<file path="src/rtl/assert_event_logger.sv">
// rtl/assert_event_logger.sv - gated pass/fail counters with a timestamped failure-record FIFO
module assert_event_logger #(
    parameter int NUM_CHK    = 4,
    parameter int CNT_W      = 16,
    parameter int TS_W       = 16,
    parameter int FIFO_DEPTH = 8,
    localparam int ID_W      = (NUM_CHK > 1) ? $clog2(NUM_CHK) : 1
) (
    input  logic                     clk,
    input  logic                     rst_n,
    input  logic [NUM_CHK-1:0]       chk_valid,
    input  logic [NUM_CHK-1:0]       chk_pass,
    input  logic                     global_en,
    input  logic [NUM_CHK-1:0]       chk_mask,
    input  logic                     gate_rst,
    input  logic                     clr_cnt,
    output logic [NUM_CHK*CNT_W-1:0] pass_cnt,
    output logic [NUM_CHK*CNT_W-1:0] fail_cnt,
    output logic                     any_fail,
    output logic                     rec_valid,
    input  logic                     rec_ready,
    output logic [ID_W-1:0]          rec_id,
    output logic [TS_W-1:0]          rec_ts,
    output logic                     overflow
);
    localparam int AW = $clog2(FIFO_DEPTH);

    logic [TS_W-1:0]  ts;
    logic [CNT_W-1:0] pass_q [NUM_CHK];
    logic [CNT_W-1:0] fail_q [NUM_CHK];
    logic [NUM_CHK-1:0] pend;
    logic [TS_W-1:0]  pend_ts [NUM_CHK];

    logic [ID_W-1:0]  mem_id [FIFO_DEPTH];
    logic [TS_W-1:0]  mem_ts [FIFO_DEPTH];
    logic [AW-1:0]    wr_ptr, rd_ptr;
    logic [AW:0]      cnt;

    logic [NUM_CHK-1:0] acc, acc_pass, acc_fail, drain_mask;
    logic [ID_W-1:0]    drain_id;
    logic               drain_hit, push, pop, ovf_set;

    assign acc      = chk_valid & ~chk_mask & {NUM_CHK{global_en & ~gate_rst}};
    assign acc_pass = acc & chk_pass;
    assign acc_fail = acc & ~chk_pass;

    // Fixed-priority pick of the lowest pending checker.
    always_comb begin
        drain_id  = '0;
        drain_hit = 1'b0;
        for (int i = NUM_CHK - 1; i >= 0; i--) begin
            if (pend[i]) begin
                drain_id  = ID_W'(i);
                drain_hit = 1'b1;
            end
        end
    end

    assign pop  = (cnt != '0) & rec_ready;
    assign push = drain_hit & ((cnt != (AW+1)'(FIFO_DEPTH)) | pop);

    always_comb begin
        drain_mask = '0;
        if (push) drain_mask[drain_id] = 1'b1;
    end

    // A second fail on a pending check is only a loss if that slot is not being freed now.
    assign ovf_set = |(acc_fail & pend & ~drain_mask);

    always_ff @(posedge clk or negedge rst_n) begin
        if (!rst_n) begin
            ts       <= '0;
            pend     <= '0;
            wr_ptr   <= '0;
            rd_ptr   <= '0;
            cnt      <= '0;
            any_fail <= 1'b0;
            overflow <= 1'b0;
            for (int i = 0; i < NUM_CHK; i++) begin
                pass_q[i]  <= '0;
                fail_q[i]  <= '0;
                pend_ts[i] <= '0;
            end
            for (int k = 0; k < FIFO_DEPTH; k++) begin
                mem_id[k] <= '0;
                mem_ts[k] <= '0;
            end
        end else begin
            ts <= ts + 1'b1;

            if (push) begin
                mem_id[wr_ptr] <= drain_id;
                mem_ts[wr_ptr] <= pend_ts[drain_id];
                wr_ptr         <= wr_ptr + 1'b1;
            end
            if (pop) rd_ptr <= rd_ptr + 1'b1;
            if (push && !pop)      cnt <= cnt + 1'b1;
            else if (pop && !push) cnt <= cnt - 1'b1;

            for (int i = 0; i < NUM_CHK; i++) begin
                if (acc_fail[i] && (!pend[i] || drain_mask[i])) begin
                    pend[i]    <= 1'b1;
                    pend_ts[i] <= ts;
                end else if (drain_mask[i]) begin
                    pend[i] <= 1'b0;
                end
            end

            if (clr_cnt) begin
                any_fail <= 1'b0;
                overflow <= 1'b0;
                for (int i = 0; i < NUM_CHK; i++) begin
                    pass_q[i] <= '0;
                    fail_q[i] <= '0;
                end
            end else begin
                if (|acc_fail) any_fail <= 1'b1;
                if (ovf_set)   overflow <= 1'b1;
                for (int i = 0; i < NUM_CHK; i++) begin
                    if (acc_pass[i] && pass_q[i] != '1) pass_q[i] <= pass_q[i] + 1'b1;
                    if (acc_fail[i] && fail_q[i] != '1) fail_q[i] <= fail_q[i] + 1'b1;
                end
            end
        end
    end

    for (genvar g = 0; g < NUM_CHK; g++) begin : g_pack
        assign pass_cnt[g*CNT_W +: CNT_W] = pass_q[g];
        assign fail_cnt[g*CNT_W +: CNT_W] = fail_q[g];
    end

    assign rec_valid = (cnt != '0);
    assign rec_id    = mem_id[rd_ptr];
    assign rec_ts    = mem_ts[rd_ptr];
endmodule
</file>
<file path="config.mk">
export PLATFORM = sky130hd
export DESIGN_NAME = assert_event_logger
export DESIGN_NICKNAME = d
export VERILOG_FILES = /design/src/rtl/assert_event_logger.sv
export SDC_FILE = /design/constraint.sdc
export NUM_CORES = 1
export LEC_CHECK = 0
export CAP_MARGIN = 20
export CORE_ASPECT_RATIO = 2
export CORE_MARGIN = 1
export CORE_UTILIZATION = 40
export CTS_CLUSTER_DIAMETER = 30
export DETAILED_ROUTE_END_ITERATION = 12
export HOLD_SLACK_MARGIN = 0.06
export REMOVE_ABC_BUFFERS = 1
export SLEW_MARGIN = 0
export SYNTH_ARGS = -nofsm -noshare
export SYNTH_HDL_FRONTEND = slang
export SYNTH_SLANG_ARGS = --single-unit
</file>
<file path="constraint.sdc">
create_clock -name clk -period 5.3 [get_ports clk]
set_clock_uncertainty 0.15 [all_clocks]
set_input_delay 0.795 -clock clk [delete_from_list [all_inputs] [get_ports clk]]
set_output_delay 0.795 -clock clk [all_outputs]
set_load 0.02 [all_outputs]
</file>
==> results of run 1 <==
-- flip-flops by register name (all words and copies together) (netlist names) --
| register | cells |
|---|---|
| any_fail | 1 |
| cnt | 4 |
| fail_cnt | 64 |
| mem_id | 16 |
| mem_ts | 128 |
| overflow | 1 |
| pass_cnt | 64 |
| pend | 4 |
| pend_ts | 64 |
| rd_ptr | 3 |
| ts | 16 |
| wr_ptr | 3 |
-- final cells by class --
type	count	area, um^2
fill	3922	21300
sequential	368	9210
multi-input combinational	1146	7820
timing repair buffer	193	1890
clock buffer	59	1400
tap	545	682
clock inverter	38	447
inverter	14	52.6
-- path summary, 6_finish.rpt --
kind                                             to  cells past startpoint                   from
hold / removal             pass_cnt[54]$_DFFE_PN0P_                      1                  rst_n
hold reg to reg               mem_ts[9]$_DFFE_PN0P_                      2  mem_ts[9]$_DFFE_PN0P_
setup reg to reg             mem_ts[48]$_DFFE_PN0P_                      6    pend[3]$_DFFE_PN0P_
setup / recovery                          rec_id[0]                      4  rd_ptr[0]$_DFFE_PN0P_
min in group clk              mem_ts[9]$_DFFE_PN0P_                      2  mem_ts[9]$_DFFE_PN0P_
max in group asynchronous   pend_ts[26]$_DFFE_PN0P_                      2                  rst_n
-- Yosys cell counts, drive strengths merged (4+ instances only) --
| master | count | area share, % |
|---|---|---|
| a211oi | 9 | 0.42 |
| a21oi | 49 | 1.7 |
| a22oi | 17 | 0.73 |
| a311oi | 4 | 0.20 |
| a31o | 4 | 0.20 |
| a31oi | 4 | 0.14 |
| and2 | 7 | 0.25 |
| and3 | 23 | 0.83 |
| and4 | 14 | 0.70 |
| buf | 40 | 1.2 |
| clkbuf | 43 | 0.93 |
| dfrtp | 368 | 53 |
| ha | 14 | 1.0 |
| inv | 14 | 0.30 |
| mux2 | 107 | 6.9 |
| mux2i | 7 | 0.40 |
| mux4 | 36 | 4.6 |
| nand2 | 203 | 4.4 |
| nand2b | 7 | 0.25 |
| nand3 | 55 | 1.6 |
| nand4 | 24 | 0.86 |
| nand4b | 9 | 0.45 |
| nor2 | 145 | 3.1 |
| nor2b | 11 | 0.39 |
| nor3 | 27 | 0.77 |
| nor4 | 22 | 0.90 |
| nor4b | 8 | 0.47 |
| o2111ai | 5 | 0.25 |
| o211ai | 7 | 0.30 |
| o21ai | 166 | 4.8 |
| o31ai | 6 | 0.26 |
| or2 | 6 | 0.22 |
| or3 | 5 | 0.21 |
| or4 | 6 | 0.28 |
| xnor2 | 63 | 3.2 |
| xor2 | 42 | 2.1 |
-- power groups by stage --
stage / logic [mW] / clock network, mW / registers, mW
global route: 1.22 / 3.84 / 3.22
global placement: 1.11 / 0 / 3.22
floorplan: 0.618 / 0 / 3.30
CTS: 1.13 / 3.72 / 3.19
detailed placement: 1.12 / 0 / 3.24
finish: 1.10 / 3.64 / 3.19
-- stage by stage --
step           setup slack (ns)  area (um^2)
4_1_cts                    1.30        21500
6_report                   1.39        21500
5_1_grt                    1.22        21500
2_1_floorplan              1.82        17100
3_5_place_dp               1.50        19700
3_3_place_gp               1.50        19700
-- routing by layer --
metal	share of wire [%]	global-route usage, %	vias up	routed length (um)
met5	0	0	-	0
met2	55	38.5	275	24600
li1	-	-	6083	-
met4	2.5	6.78	0	1130
met1	38	22.9	6455	16800
met3	5.0	4.02	77	2240
-- critical path: stages (launching register included) --
cell and delay [ns]:
dfrtp_2 0.50, buf_4 0.45, mux4_2 0.56, mux2_2 0.30
clkdlybuf4s50_1 0.55
-- kinds of logic after synthesis --
group	Yosys count
fa+ha+maj	15
mux	150
buf+inv	97
flops	368
xor+xnor	105
simple gates	590
compound gates	286
==> flow_summary.toml, run 1 <==
[global_routing]
grt_overflow = 0
antenna_found_initial = 0
grt_pass1_wl_mm = 72.6
grt_pass1_vias = 13400
grt_max_degree = 141
track_usage_pct = 20.6

[clock_network]
h-tree-depth = 2
clk-insertion-delay-late_ns = 0.58
cts_tree = "built"
ctsResizeCount = 0
cts_hold_buf = 0
cts-buffers-inserted = 52
cts.sinks = 368
cts_setup_buffers = 0
clk_pin_slew_ns = 0.05
clockBufferDepth = 3
cts-root-buf = "clkbuf_16"

[pwr]
p_leak_nw = 9.08
switchingPower_mw = 2.16
p_int_mw = 5.77
netSwitchingFraction_pct = 27.2
p_clk_share_pct = 45.9
vdd.ir_drop.worst_mv = 0.328
total_power_mw = 7.92
comb_power_share_pct = 13.8
power_frac_seq_pct = 40.2
powerDensity_nw_per_um2 = 368

[drt]
dr.pass1.iters = 5
drtAntennaViolNets = 0
viasPerCell = 5.45
vias = 12900
wl_mm = 44.8
drc_errors = 0
drtIter0Drc = 536
routedWlPerCell_um = 18.9

[sta]
hold_viol_final = 0
worst_slew_pin_slew_ns = 0.972
post-route-period-util_pct = 73.8
tns_ns = 0
relSlewSlack_pct = 35.2
finalCriticalPeriod_ns = 3.91
setup_viol = 0
final_max_slew_viol_count = 0
timing.hold.ws_ns = 0.0876
rsz0062_at_grt = "no"
fmax_ghz = 0.256

[cells_and_area]
mostFrequentLayoutCell = "dfrtp_1"
antenna_cells = 0
final_cells = 2363
area_growth_pct = 23.3
most-common-layout-cells = "dfrtp_1 (367), nand2_1 (203), clkdlybuf4s50_1 (164)"
drive_gt1_share_pct = 15.8
finalNetCount = 1808
final_core_util_pct = 50.2

[logic_synthesis]
syn_inst = 1611
synthFlopType = "dfrtp_1"
synthAdderAreaFrac_pct = 1.12
synth-edff-count = 0
muxShareOfSynthArea_pct = 12.0
yosys_warnings = 0
synth_area_per_cell_um2 = 10.8
post_synth_and_or_nand_nor_area_fraction_pct = 16.7
ys_ff_latch = 368
synth_top_family_by_area = "simple AND/OR/NAND/NOR gates"
synth_compound_area_share_pct = 9.79
synthXorXnorAreaFrac_pct = 5.27
synth_cell_types = 72
netlist_area_um2 = 17400
async_flop_share_pct = 100
ys_seq_area_share_pct = 52.8

[critical_path]
crit_type = "flip-flop to primary output"
end_kind = "primary output"
path_max_fanout = 21
cp_data_arrival_time_ns = 2.97
critPathLaunchType = "flip-flop"
required_ns = 4.36
rrSetupSlack_ns = 2.20

[run]
cap_viol_max_count = 0

[die]
core-area_um2 = 42800
fp.dieW_um = 150
ioPinCount = 167
die_area_um2 = 44500
rows = 107
initial_core_util_pct = 40.7
dieHeight_um = 297

[place]
hpwl_mm = 30.1
port-buffer-count = 166
gp_congestion = 0.811
dp.cells = 2266

[status]
outcome = "finished clean"

[worst_hold_path]
hold_path_class = "input pin to async pin"
(Power assumes the default switching activity.)
==> run 2, diff against run 1 <==
==> constraint.sdc (replaced) <==
create_clock -name clk -period 4.1 [get_ports clk]
set_clock_uncertainty 0.15 [all_clocks]
set_input_delay 0.615 -clock clk [delete_from_list [all_inputs] [get_ports clk]]
set_output_delay 0.615 -clock clk [all_outputs]
set_load 0.02 [all_outputs]
==> flow_summary.toml, run 2 (synthesis gave the netlist of run 1 again) <==
[sta]
fmax_ghz = 0.272
rsz0062_at_grt = "no"
relSlewSlack_pct = 35.0
worst_slew_pin_slew_ns = 0.975
post-route-period-util_pct = 89.8
tns_ns = 0
final_max_slew_viol_count = 0
finalCriticalPeriod_ns = 3.68
hold_viol_final = 0
setup_viol = 0

[cells_and_area]
area_growth_pct = 22.7
largest_register = "mem_ts"
largest_register_ffs = 128
mostFrequentLayoutCell = "dfrtp_1"
drive_gt1_share_pct = 15.5
finalNetCount = 1813
final_core_util_pct = 50.0
most-common-layout-cells = "dfrtp_1 (367), nand2_1 (203), clkdlybuf4s50_1 (164)"

[drt]
drtAntennaViolNets = 0
drc_errors = 0
viasPerCell = 5.39
dr.pass1.iters = 5
routedWlPerCell_um = 18.8
wl_mm = 44.5
vias = 12800
drtIter0Drc = 472

[clock_network]
cts_setup_buffers = 0
cts_tree = "built"
cts.sinks = 368
h-tree-depth = 2
clk-insertion-delay-late_ns = 0.58
cts-root-buf = "clkbuf_16"
clk_pin_slew_ns = 0.06
clockBufferDepth = 3
cts-buffers-inserted = 50

[pwr]
p_leak_nw = 9.02
powerDensity_nw_per_um2 = 459
vdd.ir_drop.worst_mv = 0.357
total_power_mw = 9.82

[global_routing]
grt_overflow = 0
track_usage_pct = 20.6
grt_max_degree = 96
grt_pass1_wl_mm = 72.4
antenna_found_initial = 1
grt_pass1_vias = 13300

[critical_path]
end_kind = "primary output"
required_ns = 3.34
critPathLaunchType = "flip-flop"
path_max_fanout = 16
crit_type = "flip-flop to primary output"
cp_data_arrival_time_ns = 2.92

[die]
ioPinCount = 167
rows = 107
core-area_um2 = 42800
dieHeight_um = 297
initial_core_util_pct = 40.7
fp.dieW_um = 150
die_area_um2 = 44500

[place]
gp_congestion = 0.830
port-buffer-count = 166
hpwl_mm = 30.7

[status]
outcome = "finished clean"

[worst_hold_path]
hold_path_class = "flip-flop to flip-flop"

[run]
cap_viol_max_count = 0
==> run 2: cell type report <==
cell class	count	area (um^2)
Multi-Input combinational cell	1146	7820
Antenna cell	1	2.50
Timing Repair Buffer	200	2000
Sequential cell	368	9210
Inverter	14	52.6
Clock buffer	57	1310
Clock inverter	36	334
Fill cell	3985	21400
Tap cell	545	682
==> run 2: per-layer routing <==
metal  GRT usage, %  part of all wire, %  routed length, um
met1           22.7                   38              16800
met2           38.0                   54              24200
met3           4.05                  4.4               1970
met4           8.08                  3.4               1510
met5              0                    0                  0
==> run 2: worst paths after layout <==
| check | startpoint | endpoint | slack, ns | cells past startpoint |
|---|---|---|---|---|
| min in group asynchronous | rst_n | pass_cnt[54]$_DFFE_PN0P_ | 0.50 | 2 |
| worst min register to register | mem_ts[74]$_DFFE_PN0P_ | mem_ts[74]$_DFFE_PN0P_ | 0.32 | 2 |
| max in group asynchronous | rst_n | mem_ts[114]$_DFFE_PN0P_ | 2.27 | 3 |
| worst max register to register | pend[3]$_DFFE_PN0P_ | mem_ts[86]$_DFFE_PN0P_ | 1.11 | 7 |
| worst max-delay path | rd_ptr[0]$_DFFE_PN0P_ | rec_ts[7] | 0.42 | 4 |
| worst min-delay path | mem_ts[74]$_DFFE_PN0P_ | mem_ts[74]$_DFFE_PN0P_ | 0.32 | 2 |
==> run 2: where the power goes <==
| group | internal [mW] | switching [mW] | leakage [nW] |
|---|---|---|---|
| logic | 0.684 | 0.745 | 3.19 |
| registers | 3.92 | 0.234 | 5.04 |
| clock network | 2.48 | 1.76 | 0.785 |
==> run 2: critical path: stages, from the launching register on <==
cell	delay, ns
dfrtp_2	0.72
buf_4	0.31
mux4_2	0.51
mux2_2	0.28
clkdlybuf4s50_1	0.53
==> run 2: what timing repair did <==
item	CTS	global route
gates resized for setup	0	0
hold endpoints to repair	91	0
hold buffers	1	0
==> run 2: through the flow <==
step	hold WS (ns)	worst slack, ns	instance area, um^2	std cells
after floorplan	0.169	0.799	17100	1528
after global placement	0.306	0.855	19700	2272
after detailed placement	0.315	0.806	19700	2272
after CTS	0.328	0.318	21400	2366
after global routing	0.349	0.260	21400	2367
final	0.324	0.418	21400	2367
==> run 3, diff against run 2 <==
--- a/config.mk
+++ b/config.mk
@@ -8,10 +8,12 @@
 export CAP_MARGIN = 20
 export CORE_ASPECT_RATIO = 2
 export CORE_MARGIN = 1
-export CORE_UTILIZATION = 40
+export CORE_UTILIZATION = 55
 export CTS_CLUSTER_DIAMETER = 30
 export DETAILED_ROUTE_END_ITERATION = 12
 export HOLD_SLACK_MARGIN = 0.06
+export PLACE_DENSITY = 0.77
+export RECOVER_POWER = 100
 export REMOVE_ABC_BUFFERS = 1
 export SLEW_MARGIN = 0
 export SYNTH_ARGS = -nofsm -noshare
==> constraint.sdc (replaced) <==
create_clock -name clk -period 4.1 [get_ports clk]
set_clock_uncertainty 0.15 [all_clocks]
set_input_delay 0.615 -clock clk [delete_from_list [all_inputs] [get_ports clk]]
set_output_delay 0.615 -clock clk [all_outputs]
set_load 0.05 [all_outputs]
==> flow_summary.toml, run 3 (synthesis gave the netlist of run 1 again) <==
[drt]
drtAntennaViolNets = 0
routedWlPerCell_um = 19.0
dr.pass1.iters = 5
drtIter0Drc = 692
wl_mm = 42.3
drc_errors = 0
vias = 13000
viasPerCell = 5.84

[cells_and_area]
largest_register = "mem_ts"
antenna_cells = 0
finalNetCount = 1805
most-common-layout-cells = "dfrtp_1 (367), nand2_1 (203), o21ai_0 (163)"
mostFrequentLayoutCell = "dfrtp_1"
drive_gt1_share_pct = 13.6
area_growth_pct = 20.3
largest_register_ffs = 128

[clock_network]
cts.sinks = 368
clk_pin_slew_ns = 0.06
clk-insertion-delay-late_ns = 0.55
cts-root-buf = "clkbuf_16"
ctsResizeCount = 0
clockBufferDepth = 3
cts_tree = "built"
h-tree-depth = 2
cts-buffers-inserted = 43

[place]
gp_congestion = 0.844
hpwl_mm = 28.7
port-buffer-count = 166

[critical_path]
cp_data_arrival_time_ns = 3.00
rrSetupSlack_ns = 0.47
worstRegToRegCells = 6
r2r-end = "mem_ts[1]$_DFFE_PN0P_"
critPathLaunchType = "flip-flop"
path_max_fanout = 32
crit_type = "flip-flop to primary output"
end_kind = "primary output"
r2r-start = "pend[1]$_DFFE_PN0P_"
required_ns = 3.34

[run]
cap_viol_max_count = 6

[global_routing]
antenna_found_initial = 0
top_usage_layer = "met2"
grt_util_met3_pct = 5.64
grt_overflow = 0
track_usage_pct = 27.2
grt_pass1_wl_mm = 69.6
grtUsageMet1_pct = 29.7
grtUsageMet2_pct = 50.5
grt_pass1_vias = 13600
grt_max_degree = 99

[sta]
worst_slew_pin_slew_ns = 2.50
rsz0062_at_grt = "no"
fmax_ghz = 0.266
finalCriticalPeriod_ns = 3.76
final_max_slew_viol_count = 277
post-route-period-util_pct = 91.8
relSlewSlack_pct = -66.8
setup_viol = 0
tns_ns = 0
hold_viol_final = 0

[worst_hold_path]
hold_depth = 2
min_to = "mem_ts[121]$_DFFE_PN0P_"
hold_path_class = "flip-flop to flip-flop"
hp-start = "mem_ts[121]$_DFFE_PN0P_"

[pwr]
total_power_mw = 9.71
p_int_mw = 6.97
p_leak_nw = 9.47
comb_power_share_pct = 15.2
switchingPower_mw = 2.74
powerDensity_nw_per_um2 = 463
p_clk_share_pct = 42.3
power_frac_seq_pct = 42.5
netSwitchingFraction_pct = 28.2
vdd.ir_drop.worst_mv = 0.395

[die]
die_area_um2 = 32500
ioPinCount = 167
initial_core_util_pct = 56.3
fp.dieW_um = 128
dieHeight_um = 254
core-area_um2 = 31000
rows = 91

[status]
outcome = "finished with violations"
failed_checks = "max-capacitance violations, max-slew violations"
[run 3: worst max-delay path by stage]
stage                     cells after the start                      to  slack, ns             startpoint
after floorplan                               2               rec_id[0]       0.73  rd_ptr[0]$_DFFE_PN0P_
after global placement                       12      cnt[3]$_DFFE_PN0P_       0.86              rec_ready
after detailed placement                     12      cnt[3]$_DFFE_PN0P_       0.83              rec_ready
after CTS                                     4               rec_ts[3]       0.35  rd_ptr[0]$_DFFE_PN0P_
after global routing                          6  mem_ts[94]$_DFFE_PN0P_       0.16    pend[1]$_DFFE_PN0P_
final                                         4               rec_id[0]       0.34  rd_ptr[0]$_DFFE_PN0P_
[run 3: per-stage QoR]
stage	worst slack, ns	util [%]	hold WS, ns	std cells	instance area [um^2]
after floorplan	0.730	-	0.169	1528	17100
after global placement	0.858	63.2	0.306	2144	19600
after detailed placement	0.828	63.2	0.316	2144	19600
after CTS	0.351	68.2	0.330	2224	21100
after global routing	0.160	67.8	0.348	2224	21000
final	0.338	67.8	0.326	2224	21000
[run 3: cell type report]
type,count,area [um^2]
clock buffer,54,1220
sequential,368,9210
fill,2414,9980
clock inverter,25,328
multi-input combinational,1146,7750
tap,418,523
timing repair buffer,199,1900
inverter,14,52.6
[run 3: timing repair]
action / 4_1_cts / 5_1_grt
hold buffers: 1 / 0
endpoints found under the hold margin: 89 / 0
buffers inserted: 0 / 0
[run 3: power by group through the flow]
stage	sequential (mW)	combinational, mW	clock [mW]
finish	4.13	1.48	4.10
global route	4.17	1.62	4.30
CTS	4.13	1.55	4.16
detailed placement	4.20	1.54	0
global placement	4.17	1.51	0
floorplan	4.27	0.906	0
[run 3: metal layers]
metal | part of all wire [%] | up-vias
met5 | 0 | -
met4 | 3.3 | 0
met3 | 4.9 | 94
met2 | 55 | 297
met1 | 37 | 6549
li1 | - | 6059
[run 3: critical path, cell delays in order, from the launching register on]
cell           delay [ns]
dfrtp_2              0.50
buf_12               0.30
mux4_2               0.57
mux2_2               0.27
dlygate4sd3_1        0.76
